$ cat src/rtl/wb_arbiter_if.sv
// Signal bundle between the MEM/WB latch, the mult/div unit, decode and the regfile write port.
// md_ready is a one-cycle pulse that is always accepted; md_stall=1 asks upstream to present a bubble.
interface wb_arbiter_if;
    logic        mem_valid;
    logic [31:0] mem_inst;
    logic [31:0] mem_alu_result;
    logic [31:0] mem_dmem_data;
    logic [31:0] mem_pc_plus1;
    logic        mem_ovf;
    logic        md_ready;
    logic [31:0] md_result;
    logic        md_exception;
    logic [4:0]  md_rd;
    logic        md_is_div;
    logic [4:0]  addr_readRegA;
    logic [4:0]  addr_readRegB;
    logic        ctrl_writeEnable;
    logic [4:0]  ctrlwritereg;
    logic [31:0] data_write;
    logic        fwd_hitA;
    logic        fwd_hitB;
    logic        md_stall;
    logic        md_drop;

    modport slave (
        input  mem_valid, mem_inst, mem_alu_result, mem_dmem_data, mem_pc_plus1, mem_ovf,
        input  md_ready, md_result, md_exception, md_rd, md_is_div,
        input  addr_readRegA, addr_readRegB,
        output ctrl_writeEnable, ctrlwritereg, data_write, fwd_hitA, fwd_hitB, md_stall, md_drop
    );

    modport master (
        output mem_valid, mem_inst, mem_alu_result, mem_dmem_data, mem_pc_plus1, mem_ovf,
        output md_ready, md_result, md_exception, md_rd, md_is_div,
        output addr_readRegA, addr_readRegB,
        input  ctrl_writeEnable, ctrlwritereg, data_write, fwd_hitA, fwd_hitB, md_stall, md_drop
    );
endinterface

$ cat src/rtl/wb_arbiter.sv
// Writeback stage: decodes the MEM/WB write, merges late mult/div results through a
// one-entry pending buffer into the single regfile write port, and reports bypass hits.
module wb_arbiter #(
    parameter logic [4:0] RSTATUS = 5'd30,
    parameter logic [4:0] RLINK   = 5'd31
) (
    input  logic          clk,
    input  logic          rst,
    wb_arbiter_if.slave   bus
);
    localparam logic [4:0] OP_R    = 5'b00000;
    localparam logic [4:0] OP_ADDI = 5'b00101;
    localparam logic [4:0] OP_LW   = 5'b01000;
    localparam logic [4:0] OP_JAL  = 5'b00011;
    localparam logic [4:0] OP_SETX = 5'b10101;
    localparam logic [4:0] FN_ADD  = 5'b00000;
    localparam logic [4:0] FN_SUB  = 5'b00001;
    localparam logic [4:0] FN_MUL  = 5'b00110;
    localparam logic [4:0] FN_DIV  = 5'b00111;

    logic [4:0]  opcode, rd, aluop;
    logic        pipe_we, pipe_hit, md_hit;
    logic [4:0]  pipe_dest, md_dest;
    logic [31:0] pipe_data, md_data;

    logic        we_q, we_n;
    logic [4:0]  reg_q, reg_n;
    logic [31:0] data_q, data_n;
    logic        buf_valid, buf_valid_n;
    logic [4:0]  buf_dest, buf_dest_n;
    logic [31:0] buf_data, buf_data_n;
    logic        drop_q, drop_n;

    assign opcode = bus.mem_inst[31:27];
    assign rd     = bus.mem_inst[26:22];
    assign aluop  = bus.mem_inst[6:2];

    always_comb begin
        pipe_we   = 1'b0;
        pipe_dest = 5'd0;
        pipe_data = 32'd0;
        if (bus.mem_valid) begin
            case (opcode)
                OP_R: begin
                    if (aluop != FN_MUL && aluop != FN_DIV) begin
                        pipe_we = 1'b1;
                        if (bus.mem_ovf && aluop == FN_ADD) begin
                            pipe_dest = RSTATUS;
                            pipe_data = 32'd1;
                        end else if (bus.mem_ovf && aluop == FN_SUB) begin
                            pipe_dest = RSTATUS;
                            pipe_data = 32'd3;
                        end else begin
                            pipe_dest = rd;
                            pipe_data = bus.mem_alu_result;
                        end
                    end
                end
                OP_ADDI: begin
                    pipe_we   = 1'b1;
                    pipe_dest = bus.mem_ovf ? RSTATUS : rd;
                    pipe_data = bus.mem_ovf ? 32'd2 : bus.mem_alu_result;
                end
                OP_LW: begin
                    pipe_we   = 1'b1;
                    pipe_dest = rd;
                    pipe_data = bus.mem_dmem_data;
                end
                OP_JAL: begin
                    pipe_we   = 1'b1;
                    pipe_dest = RLINK;
                    pipe_data = bus.mem_pc_plus1;
                end
                OP_SETX: begin
                    pipe_we   = 1'b1;
                    pipe_dest = RSTATUS;
                    pipe_data = {5'd0, bus.mem_inst[26:0]};
                end
                default: ;
            endcase
        end
    end

    // Writes to r0 are discarded before arbitration so they never occupy the port or the buffer.
    assign pipe_hit = pipe_we && (pipe_dest != 5'd0);
    assign md_dest  = bus.md_exception ? RSTATUS : bus.md_rd;
    assign md_data  = bus.md_exception ? (bus.md_is_div ? 32'd5 : 32'd4) : bus.md_result;
    assign md_hit   = bus.md_ready && (md_dest != 5'd0);

    always_comb begin
        we_n        = 1'b0;
        reg_n       = 5'd0;
        data_n      = 32'd0;
        buf_valid_n = buf_valid;
        buf_dest_n  = buf_dest;
        buf_data_n  = buf_data;
        drop_n      = drop_q;
        if (pipe_hit) begin
            we_n   = 1'b1;
            reg_n  = pipe_dest;
            data_n = pipe_data;
            if (md_hit) begin
                if (buf_valid) begin
                    drop_n = 1'b1;
                end else begin
                    buf_valid_n = 1'b1;
                    buf_dest_n  = md_dest;
                    buf_data_n  = md_data;
                end
            end
        end else if (buf_valid) begin
            // Drain the buffer; a simultaneous result takes the freed slot.
            we_n        = 1'b1;
            reg_n       = buf_dest;
            data_n      = buf_data;
            buf_valid_n = md_hit;
            if (md_hit) begin
                buf_dest_n = md_dest;
                buf_data_n = md_data;
            end
        end else if (md_hit) begin
            we_n   = 1'b1;
            reg_n  = md_dest;
            data_n = md_data;
        end
    end

    always_ff @(posedge clk) begin
        if (!rst) begin
            we_q      <= 1'b0;
            reg_q     <= 5'd0;
            data_q    <= 32'd0;
            buf_valid <= 1'b0;
            buf_dest  <= 5'd0;
            buf_data  <= 32'd0;
            drop_q    <= 1'b0;
        end else begin
            we_q      <= we_n;
            reg_q     <= reg_n;
            data_q    <= data_n;
            buf_valid <= buf_valid_n;
            buf_dest  <= buf_dest_n;
            buf_data  <= buf_data_n;
            drop_q    <= drop_n;
        end
    end

    assign bus.ctrl_writeEnable = we_q;
    assign bus.ctrlwritereg     = reg_q;
    assign bus.data_write       = data_q;
    assign bus.md_stall         = buf_valid;
    assign bus.md_drop          = drop_q;
    assign bus.fwd_hitA = we_q && (reg_q == bus.addr_readRegA) && (bus.addr_readRegA != 5'd0);
    assign bus.fwd_hitB = we_q && (reg_q == bus.addr_readRegB) && (bus.addr_readRegB != 5'd0);
endmodule

$ cat src/flat_wrapper.sv
// flat-port wrapper written by rule: the top's interface ports become plain ports
module wb_arbiter_flat 
#(
    parameter logic [4:0] RSTATUS = 5'd30,
    parameter logic [4:0] RLINK   = 5'd31
)
  (clk, rst, bus_mem_valid, bus_mem_inst, bus_mem_alu_result, bus_mem_dmem_data, bus_mem_pc_plus1, bus_mem_ovf, bus_md_ready, bus_md_result, bus_md_exception, bus_md_rd, bus_md_is_div, bus_addr_readRegA, bus_addr_readRegB, bus_ctrl_writeEnable, bus_ctrlwritereg, bus_data_write, bus_fwd_hitA, bus_fwd_hitB, bus_md_stall, bus_md_drop);
  wb_arbiter_if bus_i ();
  input  logic clk;
  input  logic rst;
  input wire logic [$bits(bus_i.mem_valid)-1:0] bus_mem_valid;
  input wire logic [$bits(bus_i.mem_inst)-1:0] bus_mem_inst;
  input wire logic [$bits(bus_i.mem_alu_result)-1:0] bus_mem_alu_result;
  input wire logic [$bits(bus_i.mem_dmem_data)-1:0] bus_mem_dmem_data;
  input wire logic [$bits(bus_i.mem_pc_plus1)-1:0] bus_mem_pc_plus1;
  input wire logic [$bits(bus_i.mem_ovf)-1:0] bus_mem_ovf;
  input wire logic [$bits(bus_i.md_ready)-1:0] bus_md_ready;
  input wire logic [$bits(bus_i.md_result)-1:0] bus_md_result;
  input wire logic [$bits(bus_i.md_exception)-1:0] bus_md_exception;
  input wire logic [$bits(bus_i.md_rd)-1:0] bus_md_rd;
  input wire logic [$bits(bus_i.md_is_div)-1:0] bus_md_is_div;
  input wire logic [$bits(bus_i.addr_readRegA)-1:0] bus_addr_readRegA;
  input wire logic [$bits(bus_i.addr_readRegB)-1:0] bus_addr_readRegB;
  output wire logic [$bits(bus_i.ctrl_writeEnable)-1:0] bus_ctrl_writeEnable;
  output wire logic [$bits(bus_i.ctrlwritereg)-1:0] bus_ctrlwritereg;
  output wire logic [$bits(bus_i.data_write)-1:0] bus_data_write;
  output wire logic [$bits(bus_i.fwd_hitA)-1:0] bus_fwd_hitA;
  output wire logic [$bits(bus_i.fwd_hitB)-1:0] bus_fwd_hitB;
  output wire logic [$bits(bus_i.md_stall)-1:0] bus_md_stall;
  output wire logic [$bits(bus_i.md_drop)-1:0] bus_md_drop;
  assign bus_i.mem_valid = bus_mem_valid;
  assign bus_i.mem_inst = bus_mem_inst;
  assign bus_i.mem_alu_result = bus_mem_alu_result;
  assign bus_i.mem_dmem_data = bus_mem_dmem_data;
  assign bus_i.mem_pc_plus1 = bus_mem_pc_plus1;
  assign bus_i.mem_ovf = bus_mem_ovf;
  assign bus_i.md_ready = bus_md_ready;
  assign bus_i.md_result = bus_md_result;
  assign bus_i.md_exception = bus_md_exception;
  assign bus_i.md_rd = bus_md_rd;
  assign bus_i.md_is_div = bus_md_is_div;
  assign bus_i.addr_readRegA = bus_addr_readRegA;
  assign bus_i.addr_readRegB = bus_addr_readRegB;
  assign bus_ctrl_writeEnable = bus_i.ctrl_writeEnable;
  assign bus_ctrlwritereg = bus_i.ctrlwritereg;
  assign bus_data_write = bus_i.data_write;
  assign bus_fwd_hitA = bus_i.fwd_hitA;
  assign bus_fwd_hitB = bus_i.fwd_hitB;
  assign bus_md_stall = bus_i.md_stall;
  assign bus_md_drop = bus_i.md_drop;
  wb_arbiter #(.RSTATUS(RSTATUS), .RLINK(RLINK)) u_core (.clk(clk), .rst(rst), .bus(bus_i));
endmodule
$ cat config.mk
export PLATFORM = sky130hd
export DESIGN_NAME = wb_arbiter_flat
export DESIGN_NICKNAME = d
export VERILOG_FILES = /design/src/rtl/wb_arbiter_if.sv /design/src/rtl/wb_arbiter.sv /design/src/flat_wrapper.sv
export SDC_FILE = /design/constraint.sdc
export NUM_CORES = 1
export LEC_CHECK = 0
export BUFFER_PORTS_ARGS = -buffer_cell sky130_fd_sc_hd__buf_4
export CAP_MARGIN = 25
export CORE_MARGIN = 10
export CORE_UTILIZATION = 50
export DETAILED_ROUTE_END_ITERATION = 6
export HOLD_SLACK_MARGIN = 0.05
export PLACE_DENSITY = 0.95
export SETUP_SLACK_MARGIN = 0.5
export SYNTH_ARGS = -nofsm -noshare
export SYNTH_HDL_FRONTEND = slang
export SYNTH_SLANG_ARGS = --single-unit
$ cat constraint.sdc
create_clock -name clk -period 3.7 [get_ports clk]
set_input_delay 0.185 -clock clk [delete_from_list [all_inputs] [get_ports clk]]
set_output_delay 0.185 -clock clk [all_outputs]
set_load 0.1 [all_outputs]
* After elaboration in Yosys (flattened, before gate mapping) *
Cells that the tools add are included.

operators by class
  magnitude comparators = 0
  multiplexer cells = 40
  bitwise logic cells = 0
  divide/modulo/power cells = 0
  shift operators = 0
  reductions and logical operators = 19
  add/subtract/negate cells = 0
  $mul = 0
  eq/ne operators = 11

operators with widths
  cell                number
  $mux 32             14
  $pmux 32 s5         1
  $mux 5              14
  $pmux 5 s5          1
  $reduce_bool 5->1   4
  $eq 5x5->1          2
  $logic_not 5->1     2
  $ne 5x3->1 const B  2
  $logic_and 1x1->1   9
  $mux 1              9
  $reduce_and 3->1    2
  $eq 5x1->1 const B  1
  $eq 5x2->1 const B  1
  $eq 5x3->1 const B  1
  $eq 5x4->1 const B  1
  $eq 5x5->1 const B  1
  $ne 2x2->1 const B  2
  $reduce_or 4->1     1
  $pmux 1 s2          1
  $reduce_bool 2->1   1

word-level totals
  latch bits = 0
  bits of input ports = 182
  memory bits (read-only) = 0
  memory bits (writable) = 0
  word-level logic and storage cells = 77
  output and inout port bits = 42
  register bits after elaboration = 77
  memories = 0

* Logic depth before layout (Yosys ltp) *
  depth after elaboration = 11
  mapped depth = 9
  gate-level depth less buffers = 6

* Worst setup path after synthesis *
OpenSTA, ideal clock, no wires.

  path kind = reg2out
  from = register u_core.reg_q[0] (netlist: u_core.bus.ctrlwritereg[0])
  to = output port bus_fwd_hitB
  data required time = 3.515 ns
  slack = 1.081 ns
  arrival time = 2.434 ns
  buffers on the path = 0
  stages on the path, launching flop included = 6
  cells stage by stage = dfxtp_1 nor4_1 nor3_1 a21oi_1 nor4_1 and3_1

on the way
  word-level cells in the longest chain between the ends = 3

ends and longest elaborated chain
  item                             RTL line            RTL
  start, declared                  wb_arbiter.sv:27    logic [4:0] reg_q, reg_n;
  start signal, assigned           wb_arbiter.sv:139   reg_q <= reg_n;
  $eq 5x5->1                       wb_arbiter.sv:154   assign bus.fwd_hitB = we_q && (reg_q == bus.addr_readRegB) && (bus.addr_readRegB != 5'd0);
  $logic_and 1x1->1 (2 in series)  wb_arbiter.sv:154
  end, declared                    flat_wrapper.sv:28  output wire logic [$bits(bus_i.fwd_hitB)-1:0] bus_fwd_hitB;

No other way between the ends.

* Final worst setup path *
  from = input port bus_mem_inst[31]
  to = register u_core.data_q[31] (netlist: u_core.bus.data_write[31])

on the way
  word-level cells in the longest chain between the ends = 6
  elaborated cells between the ends (all ways) = 15
  classes of those cells = 4 x eq/ne; 7 x mux; 4 x reduce/logical

ends and longest elaborated chain
  item                                                  RTL line                            RTL
  start, declared                                       flat_wrapper.sv:12                  input wire logic [$bits(bus_i.mem_inst)-1:0] bus_mem_inst;
  $eq 5x5->1, or another cell as far along              wb_arbiter.sv:43                    case (opcode)
  $pmux 5 s5 / $reduce_or 4->1 (equally long branches)  n/a
  $mux 5 / $pmux 1 s2 (equally long branches)           wb_arbiter.sv:42, wb_arbiter.sv:43
  $reduce_bool 5->1 / $mux 1 (equally long branches)    wb_arbiter.sv:85, wb_arbiter.sv:42
  $logic_and 1x1->1                                     wb_arbiter.sv:85                    assign pipe_hit = pipe_we && (pipe_dest != 5'd0);
  $mux 32 *                                             wb_arbiter.sv:98                    if (pipe_hit) begin
  end signal, assigned                                  wb_arbiter.sv:140                   data_q <= data_n;
  end, declared                                         wb_arbiter.sv:28                    logic [31:0] data_q, data_n;

Every way passes the cells marked *; elsewhere a longest branch is shown, timed or not.
A chain may end at the register's enable or synchronous reset.

==> results.yml <==
run_status:
  status: "complete, but fails checks"
  violations: "design-rule violations"
worst_setup_path:
  end_kind: "register"
  crit_path_max_fanout: 21
  crit_family: "compound AO/OA/AOI/OAI gates"
  critPathBufInv: 1
  cp.arrival_ns: 3.09
  r2r-end: "u_core.bus.data_write[31]$_SDFF_PN0_"
  slowest_stage: "a21o_1"
  r2r_setup_slack_ns: 1.04
  path_class: "input pin to register"
  path_cells: "buf_4 -> nor4_1 -> a21boi_1 -> o221a_2 -> a21o_1 -> nor2_1 -> a311o_1"
  crit_path_start_kind: "input pin"
  worstPathRequired_ns: 3.96
  r2r_cells: 5
  r2r_start: "u_core.bus.md_stall$_SDFFE_PN0P_"
  cpPeakStageDelay_ns: 0.66
placement:
  dpl.cell_count: 813
  routabilityCongestion: 0.906
  hpwl_mm: 14.6
  io_buffers: 223
yosys:
  yosysTopAreaCell: "dfxtp_1"
  synth_async_sr_flop_share: 0
  ys_ff_latch: 77
  synth_edf_count: 0
  synth_warnings: 0
  netlist_instances: 520
  synth_cell_types: 63
  syn_area_mm2: 0.00446
  yosys-top-cells-area: "dfxtp_1, nand2_1, a222oi_1"
  syn_area_per_cell_um2: 8.57
  yosysSeqAreaShare: 0.346
  synthTopCellsByCount: "nand2_1, dfxtp_1, clkbuf_1, nor3_1"
  post-synth-top-count-cell: "nand2_1"
  synth_top_area_frac: 0.346
  synth_fp_nets: 702
  synth-main-ff-cell: "dfxtp_1"
pwr:
  cellPowerDensity_mw_per_mm2: 321
  post-layout-total-power_mw: 2.04
  total_leakage_power_nw: 2.85
  vdd_drop_max_v: 0.000217
clocking:
  postCtsHoldBufs: 0
  cts_root_buffer: "clkbuf_8"
  cts.path.max_buffers: 2
  htreeDepth: 3
  cts_sinks: 77
  clkSlewWorstSetupHoldPaths_ns: 0.09
  cts_tree: "built"
  clock_latency_ns: 0.36
  cts-resized-gates: 0
  numCtsBuffers: 9
  postCtsSetupBuffers: 0
timing:
  rsz0062_at_grt: "false"
  worst_slew_pin_slew_ns: 1.01
  period_minus_slack_ns: 2.83
  finClkSkew_ns: 0.0129
  max_freq_mhz: 354
  period_share: 0.764
  slew_viol_final: 0
  setup_violations: 0
  setup_tns_ns: 0
  relSlewSlack: 0.326
  hold_violations: 0
detailed_routing:
  post_drt_wl_per_cell_um: 23.6
  route.detailed.drc: 31
  via_count: 5532
  ant_nets: 0
  routed_via_density: 6.67
  drtIter0Drc: 832
  firstDrtPassIters: 7
  drt_wl_total_mm: 19.6
global_route:
  grt_use_met1: 0.324
  grt_start_max_net_pins: 68
  grt_pass1_wl_mm: 30.0
  antenna_found_initial: 0
  grt_overflow: 0
  use_met2: 0.474
  grt_pass1_vias: 5591
  met3_usage: 0.0797
  grt.busiest_layer: "met2"
  track_usage: 0.283
final_layout:
  syn2layout_area_growth_pct: 42.8
  finalNetCount: 898
  diodes: 0
  layout-drive-gt1-share: 0.380
  layout.cells.non_filler: 829
floorplanning:
  core.rowCount: 34
  ios: 224
  die_w_um: 114
  start_util: 0.511
  chipHeight_um: 114
  coreArea_mm2: 0.00872
  dieArea_mm2: 0.0131
min_path:
  hp-start: "bus_md_result[30]"
  hold_end: "u_core.bus.data_write[30]$_SDFF_PN0_"
  holdPathStages: 2
  hold_class: "input pin to register"
flow_run:
  max_cap_viol_count: 0
==> state kept, by name, indices dropped and copies added, names as in the netlist <==
name                         cells
u_core.buf_data                 32
u_core.buf_dest                  5
u_core.bus.ctrl_writeEnable      1
u_core.bus.ctrlwritereg          5
u_core.bus.data_write           32
u_core.bus.md_drop               1
u_core.bus.md_stall              1
==> worst max path at each step <==
stage / from / end / cells after the start / slack [ns]
2_1_floorplan: u_core.bus.ctrlwritereg[0]$_SDFF_PN0_ / bus_fwd_hitB / 5 / 1.08
3_3_place_gp: bus_mem_inst[31] / u_core.bus.data_write[28]$_SDFF_PN0_ / 7 / 0.75
3_5_place_dp: bus_mem_inst[31] / u_core.bus.data_write[6]$_SDFF_PN0_ / 7 / 0.62
4_1_cts: bus_mem_inst[31] / u_core.bus.data_write[31]$_SDFF_PN0_ / 7 / 0.99
5_1_grt: bus_mem_inst[31] / u_core.bus.data_write[7]$_SDFF_PN0_ / 7 / 0.76
6_report: bus_mem_inst[31] / u_core.bus.data_write[31]$_SDFF_PN0_ / 7 / 0.87
==> layer usage <==
metal / vias to the layer above / routed length [µm]
met5: - / 0
met4: 0 / 951
met3: 89 / 2340
met2: 460 / 9410
met1: 2551 / 6850
li1: 2432 / -
==> cell usage in the layout, fill, tap and decap left out, drive strengths merged, types with 3 or more instances in the layout <==
master  netlist  final
nand4         3      3
nand3         7      7
a221oi       25     25
nand2        91     91
dfxtp        77     77
o21a          4      4
inv           6     10
and3          3      3
a311o        22     22
a221o         5      5
or3           4      4
clkbuf       39      9
a211oi        5      5
o21ai        17     17
a31oi         4      4
o22a          4      4
nand2b        3      3
mux2          6      6
buf          13    237
nor3         32     32
nor4          7      7
xor2          6      6
a21oi         9      9
nor2         12     12
mux2i        31     31
o211ai        4      4
and2         12     12
a222oi       31     31
==> stage by stage <==
stage	hold slack, ns	instance area, µm²	utilization	setup slack (ns)
after floorplan	0.324	4460	-	1.08
after global placement	0.436	6160	0.706	0.748
after detailed placement	0.438	6160	0.706	0.620
after CTS	0.0601	6360	0.730	0.993
after global routing	0.0594	6360	0.730	0.762
final	0.0658	6360	0.730	0.872
==> area by class of cell <==
cell class / count / area [µm²]
inverter: 7 / 26.3
fill: 613 / 2360
multi-input combinational: 384 / 2680
timing repair buffer: 237 / 1780
clock buffer: 9 / 124
sequential: 77 / 1540
clock inverter: 7 / 80.1
tap: 108 / 135
==> where the power goes <==
group / total, mW / internal, mW / switching (mW)
clock network: 0.671 / 0.322 / 0.349
registers: 0.864 / 0.851 / 0.0138
logic: 0.507 / 0.203 / 0.304
==> cells by family after synthesis <==
logic type      share of synthesized area
compound gates                      0.290
simple gates                        0.204
flops                               0.346
buf+inv                            0.0603
xor+xnor                           0.0157
mux                                0.0848
Note: power is estimated with default switching activity, not from simulation.
